==> config.mk <==
export PLATFORM = sky130hd
export DESIGN_NAME = regfile_wb_scheduler
export DESIGN_NICKNAME = d
export VERILOG_FILES = /design/src/rtl/regfile_pkg.sv /design/src/rtl/rr_arbiter.sv /design/src/rtl/regfile_wb_scheduler.sv
export SDC_FILE = /design/constraint.sdc
export NUM_CORES = 1
export LEC_CHECK = 0
export CAP_MARGIN = 20
export CORE_ASPECT_RATIO = 1.4
export CORE_MARGIN = 2
export CORE_UTILIZATION = 44
export CTS_CLUSTER_SIZE = 14
export DETAILED_ROUTE_END_ITERATION = 8
export PLACE_DENSITY = 0.84
export SLEW_MARGIN = 5
export SYNTH_ARGS = -nofsm -noshare
export SYNTH_HDL_FRONTEND = slang
export SYNTH_SLANG_ARGS = --single-unit
==> constraint.sdc <==
create_clock -name clk -period 8.29 [get_ports clk]
set_clock_uncertainty 0.05 [all_clocks]
set_input_delay 1.658 -clock clk [delete_from_list [all_inputs] [get_ports clk]]
set_output_delay 1.658 -clock clk [all_outputs]
set_load 0.005 [all_outputs]
==> src/rtl/regfile_pkg.sv <==
// Shared register-file constants for the register file and its write-back scheduler.
// No logic; no latency; no backpressure.
// Single source of truth for register index/data widths.
package regfile_pkg;
  localparam int RegNumWidth = 5;
  localparam int NumRegs     = 32;
  localparam int DataWidth   = 32;
  localparam logic [RegNumWidth-1:0] RegZero = '0;
endpackage

==> src/rtl/rr_arbiter.sv <==
// Round-robin arbiter: first valid request at or after ptr, wrapping modulo NumReq.
// Purely combinational, zero latency.
// Never grants an invalid requester; grant is all-zero when nothing is valid.
module rr_arbiter #(
  parameter int NumReq   = 3,
  parameter int IdxWidth = $clog2(NumReq)
) (
  input  logic [NumReq-1:0]   reqValid,
  input  logic [IdxWidth-1:0] ptr,
  output logic [NumReq-1:0]   grant,
  output logic [IdxWidth-1:0] grantIdx
);
  logic [IdxWidth-1:0] idx;
  logic                found;

  always_comb begin
    grant    = '0;
    grantIdx = '0;
    found    = 1'b0;
    idx      = ptr;
    for (int k = 0; k < NumReq; k++) begin
      if (!found && reqValid[idx]) begin
        found      = 1'b1;
        grant[idx] = 1'b1;
        grantIdx   = idx;
      end
      idx = (idx == IdxWidth'(NumReq - 1)) ? '0 : idx + IdxWidth'(1);
    end
  end
endmodule

==> src/rtl/regfile_wb_scheduler.sv <==
// Shares the register-file write port among NumReq write-back requesters and tracks pending destinations.
// Accepted write appears on the write port one cycle later; readHazard is combinational.
// One transfer per cycle via one-hot reqReady; losers hold their request until granted.
module regfile_wb_scheduler
  import regfile_pkg::*;
#(
  parameter int NumReq    = 3,
  parameter int DataWidth = regfile_pkg::DataWidth
) (
  input  logic                          clk,
  input  logic                          reset,
  input  logic [NumReq-1:0]             reqValid,
  input  logic [NumReq*RegNumWidth-1:0] reqNum,
  input  logic [NumReq*DataWidth-1:0]   reqData,
  output logic [NumReq-1:0]             reqReady,
  input  logic                          issueValid,
  input  logic [RegNumWidth-1:0]        issueNum,
  input  logic [RegNumWidth-1:0]        readNum0,
  input  logic [RegNumWidth-1:0]        readNum1,
  output logic                          readHazard,
  output logic                          regsWriteEnable,
  output logic [RegNumWidth-1:0]        regWriteNum,
  output logic [DataWidth-1:0]          regWriteData,
  output logic [NumRegs-1:0]            pendingMask
);
  localparam int IdxWidth = $clog2(NumReq);

  logic [IdxWidth-1:0]    ptr;
  logic [IdxWidth-1:0]    grantIdx;
  logic [NumReq-1:0]      grant;
  logic                   transfer;
  logic [RegNumWidth-1:0] winNum;
  logic [DataWidth-1:0]   winData;
  logic [NumRegs-1:0]     pending;
  logic [NumRegs-1:0]     pendingNext;

  rr_arbiter #(
    .NumReq   (NumReq),
    .IdxWidth (IdxWidth)
  ) uArb (
    .reqValid (reqValid),
    .ptr      (ptr),
    .grant    (grant),
    .grantIdx (grantIdx)
  );

  // Grants are suppressed while reset is held so nothing is handshaken into a clearing block.
  assign reqReady = reset ? grant : '0;
  assign transfer = |reqReady;

  always_comb begin
    winNum  = '0;
    winData = '0;
    for (int i = 0; i < NumReq; i++) begin
      if (grant[i]) begin
        winNum  = reqNum[i*RegNumWidth +: RegNumWidth];
        winData = reqData[i*DataWidth +: DataWidth];
      end
    end
  end

  // Set is applied after clear: a same-cycle issue belongs to a younger producer.
  always_comb begin
    pendingNext = pending;
    if (transfer && (winNum != RegZero)) pendingNext[winNum] = 1'b0;
    if (issueValid && (issueNum != RegZero)) pendingNext[issueNum] = 1'b1;
    pendingNext[RegZero] = 1'b0;
  end

  assign readHazard  = ((readNum0 != RegZero) && pending[readNum0]) ||
                       ((readNum1 != RegZero) && pending[readNum1]);
  assign pendingMask = pending;

  always_ff @(posedge clk or negedge reset) begin
    if (!reset) begin
      ptr             <= '0;
      pending         <= '0;
      regsWriteEnable <= 1'b0;
      regWriteNum     <= '0;
      regWriteData    <= '0;
    end else begin
      pending         <= pendingNext;
      regsWriteEnable <= transfer && (winNum != RegZero);
      if (transfer) begin
        ptr          <= (grantIdx == IdxWidth'(NumReq - 1)) ? '0 : grantIdx + IdxWidth'(1);
        regWriteNum  <= winNum;
        regWriteData <= winData;
      end
    end
  end
endmodule

==> results.md <==
- Post-Route WL: 15060 µm
- Pin count of the biggest net entering global routing: between 70 and 80
- Post-synth top flop: dfrtp_1
- GPL Wtd Cong: a little under 1
- Most common cell after layout, fill and taps aside: clkdlybuf4s50_1
- Status: completed
- Post-synthesis cell area: ~4000 µm²
- Ant. Diodes: 0
- Setup TNS: 0 ps
- Crit path time final: between 5000 and 6000 ps
- Hold Crit Class: reg -> reg
- Initial antenna violation count: 0
- Yosys top cell area share: between 40% and 50%
- Register area: ~1800 µm²
- Num CTS Buffers: 9
- First-pass GRT wire length: 23650 µm
- Core Area: around 9000 µm²
- CP delay by family, top: buffers and inverters
- Unrepaired setup endpoints after global routing: no
- Number of flops mapped to enable cells by yosys: 0
- Synth area leaders: dfrtp_1 44%, mux4_2 10%, nand2_1 9.1%
- Placed Cells: 692
- GRT Residual Overflow: 0
- Leakage power: between 0.002 and 0.003 µW
- Vert. Die Dim: between 100 and 150 µm
- Setup crit end kind: primary output
- Yosys warns: 0
- Post-synth ARST share: 100.0%
- Final Hold Vio Count: 0
- Most frequent cells in the layout: 203 x clkdlybuf4s50_1, 98 x nand2_1, 71 x dfrtp_1, 45 x o21ai_0, 32 x a222oi_1
- Vias per cell: 6.292
- CP Max Fanout: 9
- Share of layout cells above drive strength 1: about 8%
- Die ar.: around 10000 µm²
- Row count: between 40 and 50
- Iter 0 DRT Violations: between 400 and 500
- Vias: between 4000 and 5000
- Final Util: 71.76%
- CTS sink count: 71
- Pwr per Cell Area: ~220 nW/µm²
- Max Slew Vio Count: 0
- Post-DP HPWL: 11240 µm
- Maximum buffer depth of the clock tree: 2
- # DRC: 0
- Seq/Total Area, Yosys: a little over two fifths
- Distinct cells, synth: 49
- Slew headroom: 17.84%
- Clock latency on the worst-skew pair: around 330 ps
- Max IR drop VDD: 159.0 µV
- Antenna-violating nets left: 0
- Cts hold-fix bufs: 0
- Syn Area/Cell: about 9.9 µm²
- Die X: 84.99 µm
- Largest family of logic cells by synthesized area: compound AO/OA/AOI/OAI gates
- Critical-path cell list: clkdlybuf4s50_1 -> mux4_2 -> mux4_2 -> mux2i_1 -> nand2_1 -> clkdlybuf4s50_1
- H-tree Lvls: 3
- Final #Nets: 730
- Worst Setup Start Kind: input pin
- Setup bufs post-CTS: 0
- Router iterations before antenna repair: 7
- Critical Path AT: 4220 ps
- #FFs+latches synth: slightly above 70
- CP max stage delay: slightly above 800 ps
- Avg WL per Cell: 21.23 µm
- I/O pins: a little over 200
- Critical path class: in -> out
- Total GRT Usage: between 30% and 40%
- Synth-to-Final Area Change: 59.46%
- Max-cap violation count: 0
- CTS tree: built
- Multiplexer share of the synthesized area: 11.09%
- Final Non-Filler Cells: a little over 700
- Worst Slack Setup Final: 2358 ps
- Vias in the first global route: 4528
- Syn Inst Count: just over 400
- XOR/XNOR share of the synthesized area: 0%
- Adder and majority gate portion of the synthesized area: 0%
- IO buf count: between 200 and 250
- PostCTS Resize Cnt: 0
- Final setup vio count: 0
- Pre-CTS setup slack: 2365 ps
- Synth Net Count: roughly 540
- Starting Density: 45.00%
- Part of the cycle the worst path needs: between 70 and 80%
- # fillers: 670
- Post-synthesis compound-gate area fraction: about 25%
- WP data required: approximately 6600 ps
- Post-synth top area cell: dfrtp_1
- Synth Area in Simple Gates: 15.14%
- Slowest CP cell: clkdlybuf4s50_1
- CTS root buffer: clkbuf_16
- F_max: roughly 0.17 GHz
- Clock-pin slew on the worst setup and hold paths: ~60 ps
- Buf/Inv on CP: 2
- Worst Max-Slew Pin Slew: approximately 1200 ps
- Multi-input logic area: about 2100 µm²
## kinds of logic (layout without fill, tap and decap cells)
logic type / Yosys count / after routing
AO/OA/AOI/OAI: 137 / 137
buffers and inverters: 40 / 235
other: 1 / 1
multiplexers: 22 / 22
AND/OR/NAND/NOR: 136 / 136
flip-flops: 71 / 71
## path summary, 6_finish.rpt
path / to / slack (ps) / from / depth (start not counted)
max: readHazard / 2360 / readNum0[0] / 6
min: regWriteData[28]$_DFFE_PN0P_ / 430 / regWriteData[28]$_DFFE_PN0P_ / 2
max reg2reg: pendingMask[27]$_DFF_PN0_ / 5350 / ptr[0]$_DFFE_PN0P_ / 7
min reg2reg: regWriteData[28]$_DFFE_PN0P_ / 430 / regWriteData[28]$_DFFE_PN0P_ / 2
max in group asynchronous: regWriteNum[4]$_DFFE_PN0P_ / 6140 / reset / 1
min in group asynchronous: pendingMask[10]$_DFF_PN0_ / 1430 / reset / 1
## area by class of cell
type	count	share of cell area [%]
tap	107	2.078
sequential	71	27.58
clock inverter	3	0.2719
inverter	10	0.5826
timing repair buffer	210	32.41
multi-input combinational	296	32.94
clock buffer	12	4.137
## cells in the mapped netlist, types with 5 or more instances
| library cell | instances |
|---|---|
| a222oi_1 | 32 |
| clkbuf_1 | 23 |
| dfrtp_1 | 71 |
| inv_1 | 10 |
| mux4_2 | 18 |
| nand2_1 | 98 |
| nor2_1 | 5 |
| nor3b_1 | 6 |
| o211ai_1 | 7 |
| o21ai_0 | 45 |
| o21ai_1 | 5 |
| o31ai_1 | 5 |
| o41ai_1 | 14 |
## flip-flops by register name, indices dropped and copies added, names as in the netlist
name and cells:
regsWriteEnable 1, ptr 2, pendingMask 31, regWriteNum 5, regWriteData 32
## metal layers
layer | up-vias | track usage [%] | wire length, µm
met1 | 2099 | 33.41 | 4974
met2 | 343 | 52.64 | 7764
li1 | 1966 | - | -
met5 | - | 0 | 0
met3 | 53 | 9.571 | 1776
met4 | 0 | 13.79 | 540
## power breakdown
part	leakage, µW	internal, µW	switching (µW)	total [µW]
clock	0.000140	224	143	367
combinational	0.00162	311	205	516
sequential	0.000845	426	87.4	513
total	0.00261	961	435	1400
## per-stage QoR
step / hold WS (ps) / power, µW / instance area, µm²
after detailed placement: 422.9 / 1024 / 6140
after global placement: 412.4 / 1006 / 6140
final: 428.6 / 1396 / 6442
after CTS: 436.2 / 1395 / 6424
after floorplan: 421.1 / 710.0 / 4040
after global routing: 450.4 / 1460 / 6442
## worst register-to-register path, cell delays in order (launching register included)
cell and delay, ps:
dfrtp_1 560, and3b_1 270, a211oi_4 220, buf_4 400, a221o_1 300, nand2_1 270, nor3_1 570, o211ai_1 170
Note: power is estimated with default switching activity, not from simulation.
